==> config.mk <==
export PLATFORM = sky130hd
export DESIGN_NAME = keypad_entry_ctrl
export DESIGN_NICKNAME = d
export VERILOG_FILES = /design/src/rtl/keypad_pkg.sv /design/src/rtl/keypad_debounce.sv /design/src/rtl/keypad_entry_ctrl.sv
export SDC_FILE = /design/constraint.sdc
export NUM_CORES = 1
export LEC_CHECK = 0
export ABC_CLOCK_PERIOD_IN_PS = 4400
export BUFFER_PORTS_ARGS = -buffer_cell sky130_fd_sc_hd__buf_2
export CAP_MARGIN = 30
export CORE_MARGIN = 3
export CORE_UTILIZATION = 40
export CTS_CLUSTER_DIAMETER = 40
export DETAILED_ROUTE_END_ITERATION = 10
export GPL_ROUTABILITY_DRIVEN = 0
export HOLD_SLACK_MARGIN = 0.12
export PLACE_DENSITY_LB_ADDON = 0.2
export SYNTH_ARGS = -nofsm -noshare
export SYNTH_HDL_FRONTEND = slang
export SYNTH_HIERARCHICAL = 1
export SYNTH_SLANG_ARGS = --single-unit
==> constraint.sdc <==
create_clock -name clk -period 4.4 [get_ports clk]
set_clock_uncertainty 0.2 [all_clocks]
set_input_delay 0.22 -clock clk [delete_from_list [all_inputs] [get_ports clk]]
set_output_delay 0.22 -clock clk [all_outputs]
set_load 0.01 [all_outputs]
==> src/rtl/keypad_pkg.sv <==
// Shared key codes, debounce FSM state type and key-class helper for the
// keypad entry path.
package keypad_pkg;

  localparam logic [4:0] KEY_ENTER = 5'd16;
  localparam logic [4:0] KEY_BKSP  = 5'd17;
  localparam logic [4:0] KEY_CLR   = 5'd18;
  localparam logic [4:0] KEY_NEG   = 5'd19;

  typedef enum logic [1:0] {
    IDLE,
    PRESS,
    HELD,
    RELEASE
  } kp_state_t;

  // Codes 0-15 are hex digits; everything from 16 up is a function or alias.
  function automatic logic is_digit(input logic [4:0] code);
    return (code[4] == 1'b0);
  endfunction

endpackage

==> src/rtl/keypad_debounce.sv <==
// Turns the keysync activity level into a single strobe per debounced press.
// A press must stay high DEBOUNCE_CYC cycles after its rising edge, and a
// release must stay low DEBOUNCE_CYC cycles, before the next press is seen.
module keypad_debounce
  import keypad_pkg::*;
#(
  parameter int DEBOUNCE_CYC = 4
) (
  input  logic       clk,
  input  logic       rst,
  input  logic       keyclk,
  input  logic [4:0] keycode,
  output logic       key_stb,
  output logic [4:0] key_code
);

  localparam int CNT_W = $clog2(DEBOUNCE_CYC + 1);
  localparam logic [CNT_W-1:0] CNT_MAX = CNT_W'(DEBOUNCE_CYC);

  kp_state_t        state_reg;
  logic [CNT_W-1:0] cnt_reg;
  logic             keyclk_q;

  // Press/hold/release sequencer; keyclk_q resets high so a key held
  // through reset has to be released before it can trigger.
  always_ff @(posedge clk) begin
    if (rst) begin
      state_reg <= IDLE;
      cnt_reg   <= '0;
      keyclk_q  <= 1'b1;
      key_stb   <= 1'b0;
      key_code  <= '0;
    end else begin
      keyclk_q <= keyclk;
      key_stb  <= 1'b0;
      case (state_reg)
        IDLE: begin
          if (keyclk && !keyclk_q) begin
            key_code  <= keycode;
            cnt_reg   <= CNT_W'(1);
            state_reg <= PRESS;
          end
        end
        PRESS: begin
          if (!keyclk) begin
            state_reg <= IDLE;
          end else if (cnt_reg == CNT_MAX) begin
            key_stb   <= 1'b1;
            state_reg <= HELD;
          end else begin
            cnt_reg <= cnt_reg + CNT_W'(1);
          end
        end
        HELD: begin
          if (!keyclk) begin
            cnt_reg   <= CNT_W'(1);
            state_reg <= RELEASE;
          end
        end
        RELEASE: begin
          if (keyclk) begin
            state_reg <= HELD;
          end else if (cnt_reg == CNT_MAX) begin
            state_reg <= IDLE;
          end else begin
            cnt_reg <= cnt_reg + CNT_W'(1);
          end
        end
        default: state_reg <= IDLE;
      endcase
    end
  end

endmodule

==> src/rtl/keypad_entry_ctrl.sv <==
// Keypad entry controller: debounced key strobes edit a hex entry buffer,
// and ENTER hands the buffer to the consumer over a valid/ready register.
module keypad_entry_ctrl
  import keypad_pkg::*;
#(
  parameter int DIGITS       = 8,
  parameter int DEBOUNCE_CYC = 4
) (
  input  logic                         clk,
  input  logic                         rst,
  input  logic [4:0]                   keycode,
  input  logic                         keyclk,
  output logic [4*DIGITS-1:0]          disp_o,
  output logic [$clog2(DIGITS+1)-1:0]  digit_cnt,
  output logic                         out_valid,
  output logic [4*DIGITS-1:0]          out_data,
  input  logic                         out_ready,
  output logic                         err
);

  localparam int W  = 4 * DIGITS;
  localparam int CW = $clog2(DIGITS + 1);
  localparam logic [CW-1:0] DIG_MAX = CW'(DIGITS);

  logic          key_stb;
  logic [4:0]    key_code;

  logic [W-1:0]  entry_reg, entry_next;
  logic [CW-1:0] cnt_reg, cnt_next;
  logic          valid_reg, valid_next;
  logic [W-1:0]  data_reg, data_next;
  logic          err_reg, err_next;

  logic [W-1:0]  entry_shl;
  logic [W-1:0]  entry_shr;

  keypad_debounce #(
    .DEBOUNCE_CYC(DEBOUNCE_CYC)
  ) u_debounce (
    .clk     (clk),
    .rst     (rst),
    .keyclk  (keyclk),
    .keycode (keycode),
    .key_stb (key_stb),
    .key_code(key_code)
  );

  // Nibble lanes: shift-in of the new digit at the bottom, and backspace
  // shift-out with zero fill at the top.
  genvar gi;
  generate
    for (gi = 0; gi < DIGITS; gi++) begin : g_nib
      if (gi == 0) begin : g_lo
        assign entry_shl[3:0] = key_code[3:0];
      end else begin : g_up
        assign entry_shl[4*gi +: 4] = entry_reg[4*(gi-1) +: 4];
      end
      if (gi == DIGITS - 1) begin : g_top
        assign entry_shr[4*gi +: 4] = 4'h0;
      end else begin : g_mid
        assign entry_shr[4*gi +: 4] = entry_reg[4*(gi+1) +: 4];
      end
    end
  endgenerate

  // Key action decode plus handshake retirement of the pending output.
  always_comb begin
    entry_next = entry_reg;
    cnt_next   = cnt_reg;
    data_next  = data_reg;
    err_next   = 1'b0;
    valid_next = valid_reg && !out_ready;
    if (key_stb) begin
      if (is_digit(key_code)) begin
        if (cnt_reg < DIG_MAX) begin
          entry_next = entry_shl;
          cnt_next   = cnt_reg + CW'(1);
        end else begin
          err_next = 1'b1;
        end
      end else begin
        case (key_code)
          KEY_ENTER: begin
            // Only accepted when the output slot is free or being freed now.
            if (!valid_reg || out_ready) begin
              data_next  = entry_reg;
              valid_next = 1'b1;
              entry_next = '0;
              cnt_next   = '0;
            end else begin
              err_next = 1'b1;
            end
          end
          KEY_BKSP: begin
            if (cnt_reg != '0) begin
              entry_next = entry_shr;
              cnt_next   = cnt_reg - CW'(1);
            end
          end
          KEY_CLR: begin
            entry_next = '0;
            cnt_next   = '0;
          end
          KEY_NEG: begin
            // Negation fills the whole word, so the buffer counts as full.
            entry_next = -entry_reg;
            cnt_next   = DIG_MAX;
          end
          default: err_next = 1'b1;
        endcase
      end
    end
  end

  // Entry buffer, digit count, output register and error pulse.
  always_ff @(posedge clk) begin
    if (rst) begin
      entry_reg <= '0;
      cnt_reg   <= '0;
      valid_reg <= 1'b0;
      data_reg  <= '0;
      err_reg   <= 1'b0;
    end else begin
      entry_reg <= entry_next;
      cnt_reg   <= cnt_next;
      valid_reg <= valid_next;
      data_reg  <= data_next;
      err_reg   <= err_next;
    end
  end

  assign disp_o    = entry_reg;
  assign digit_cnt = cnt_reg;
  assign out_valid = valid_reg;
  assign out_data  = data_reg;
  assign err       = err_reg;

endmodule

==> impl_metrics.json <==
{
  "antenna_found_initial": 0,
  "worstMarginPinSlew_ns": 1.054,
  "max_clock_freq_mhz": 314.0,
  "p_comb_frac": 0.032,
  "grt_max_degree": 48,
  "drc": 0,
  "cts_tree": "done",
  "startpoint": "u_debounce/key_code[4]",
  "nNetsFinal": 625,
  "coreArea_um2": 10510,
  "status": "finished clean",
  "timing.rr.start": "u_debounce/key_code[4]",
  "clkLatencyLatePin_ns": 0.37,
  "relSlewSlack": 0.2957,
  "syn-num-nets": 577,
  "setup_tns_ns": 0,
  "ys_types": 68,
  "io_buffer_count": 78,
  "synth_edf_count": 0,
  "fin_util": 0.4792,
  "synthArstFlopShare": 0,
  "vias": 4579,
  "powerDensity_nw_per_um2": 273.1,
  "clkPwrFrac": 0.422,
  "gr-usage-all-layers": 0.2175,
  "seqPwrFrac": 0.546,
  "critPathLaunchType": "flop",
  "total_power_w": 0.001375,
  "yosys-top-cells-count": "dfxtp_1, nand2_1, a21oi_1",
  "htreeDepth": 3,
  "clock_path_buffers": 2,
  "crit_type": "flop to flop",
  "totalWireLength_mm": 13.74,
  "io_pins": 79,
  "fp.dieH_um": 110.8,
  "critPathRequiredTime_ns": 4.47,
  "ant_nets": 0,
  "via_per_inst": 6.097,
  "fillers": 1043,
  "synth_warnings": 6,
  "synthAdderAreaFrac": 0.01424,
  "cts.sink_count": 82,
  "synth-main-ff-cell": "dfxtp_1",
  "avgRoutedWirePerCell_um": 18.29,
  "min_path_type": "flop to flop",
  "synth_top_area_cell": "dfxtp_1",
  "yosys-top-cells-area": "dfxtp_1, nand2_1, a21oi_1, clkbuf_1, nor2_1",
  "initial_utilization": 0.4181,
  "power.switching_w": 0.0003099,
  "whs_ns": 0.2540,
  "dp_hpwl_mm": 8.711,
  "p_int_w": 0.001066,
  "core.rowCount": 37,
  "syn_avg_cell_area_um2": 7.805,
  "layout-drive-gt1-share": 0.1821,
  "grt_pass1_vias": 4129,
  "finalHoldViolCount": 0,
  "ir_drop_v": 0.0001442,
  "period_share": 0.7238,
  "synth_top_family_by_area": "compound AO/OA/AOI/OAI gates",
  "clk_pin_slew_ns": 0.08,
  "finalSetupViolCount": 0,
  "grt_first_pass_wirelength_mm": 22.05,
  "synth_top_area_frac": 0.3736,
  "cts.repair.resized": 0,
  "synthToLayoutAreaGrowth_pct": 14.61,
  "synth_area_um2": 4394,
  "maxCapViolCount": 0,
  "yosys_register_bits": 82,
  "slew_viol_final": 0,
  "synth.yosys.seq_area_share": 0.3736,
  "p_leak_nw": 1.948,
  "worstSetupEndpointType": "flop",
  "grt-ovfl-total": 0,
  "synth_compound_area_frac": 0.2631,
  "die_area_um2": 12280,
  "drtIter0Drc": 397,
  "netlist_instances": 563,
  "crit_arrival_ns": 3.26,
  "synth_xor_area_frac": 0.001993,
  "drtPass1Iterations": 5,
  "finalCriticalPeriod_ns": 3.185,
  "synthMuxAreaShare": 0.02306,
  "synthSimpleGateAreaFrac": 0.2480,
  "critPathMaxFanout": 25,
  "min_from": "out_data[14]",
  "antenna_cells": 0,
  "numCtsBuffers": 9,
  "grt_setup_unrepaired": "false",
  "die_w_um": 110.8,
  "cts_root_buffer": "clkbuf_8",
  "p_sw_frac": 0.2253
}
-- what timing repair did --
item | 4_1_cts | 5_1_grt
hold endpoints to repair | 10 | 0
setup buffers | 0 | 0
hold buffers | 7 | 0
-- worst paths after layout --
| kind | depth (start not counted) | slack, ns | to |
|---|---|---|---|
| min | 2 | 0.25 | out_data[14] |
| max | 5 | 1.22 | disp_o[16] |
| max reg2reg | 5 | 1.22 | disp_o[16] |
| min reg2reg | 2 | 0.25 | out_data[14] |
-- worst max-delay path, stage by stage (launching register included) --
cell	delay, ns
dfxtp_1	0.82
and2_1	0.27
a32o_2	0.24
and2_1	0.78
nand2b_1	0.52
o32ai_1	0.26
-- power groups by stage --
stage                     clock, W  sequential (W)  combinational, W
after CTS                 0.000601        0.000751         0.0000434
after detailed placement         0        0.000769         0.0000385
after floorplan                  0        0.000765         0.0000294
after global routing      0.000626        0.000752         0.0000481
after global placement           0        0.000769         0.0000379
final                     0.000580        0.000751         0.0000437
-- through the flow --
stage,worst slack [ns],instance area (um2),std cells
floorplan,2.227,4394,563
global placement,1.455,4762,729
detailed placement,1.329,4762,729
CTS,1.309,5036,751
global route,1.085,5036,751
finish,1.215,5036,751
-- per-layer routing --
metal,global-route usage,vias up,part of all wire
met5,0,-,0
met4,0.07800,0,0.025
met3,0.06168,35,0.081
met2,0.3398,242,0.46
met1,0.2866,2135,0.43
li1,-,2167,-
-- cell usage in the layout, fill, tap and decap left out, types with 2 or more instances in the layout --
cell type      count
nand2_1           82
dfxtp_1           82
buf_2             78
a21oi_1           58
nor2_1            37
inv_1             27
o21ai_1           23
nand3_1           14
nor3_1            14
a211oi_1          13
clkbuf_8          12
nand4_1           11
o32ai_1           11
a31oi_1           10
and3_1             9
mux2i_1            9
a221oi_1           8
o21ai_0            8
nor4_1             7
a311oi_1           7
dlygate4sd3_1      7
a22o_1             6
nand2b_1           5
ha_1               5
buf_4              5
and2_1             4
nor2b_1            4
o22ai_1            4
a22oi_1            3
and4_1             3
nor4b_2            2
a211o_1            2
or4_1              2
o31ai_1            2
nor4_4             2
a41oi_1            2
a311o_1            2
a222oi_1           2
-- cells by family after synthesis --
family          after synthesis
fa+ha+maj                     5
compound gates              175
mux                          10
flops                        82
simple gates                210
xor+xnor                      1
buf+inv                      80
-- layout make-up --
| type | instances | area [um2] | share of cell area |
|---|---|---|---|
| inverters | 27 | 101.3 | 0.02012 |
| repair buffers | 90 | 498.0 | 0.09888 |
| clock buffers | 13 | 168.9 | 0.03354 |
| multi-input cells | 401 | 2421 | 0.4807 |
| clock inverters | 2 | 35.03 | 0.006957 |
| well taps | 136 | 170.2 | 0.03379 |
| flip-flops and latches | 82 | 1642 | 0.3260 |
No activity file was read; power rests on OpenSTA's default activity.
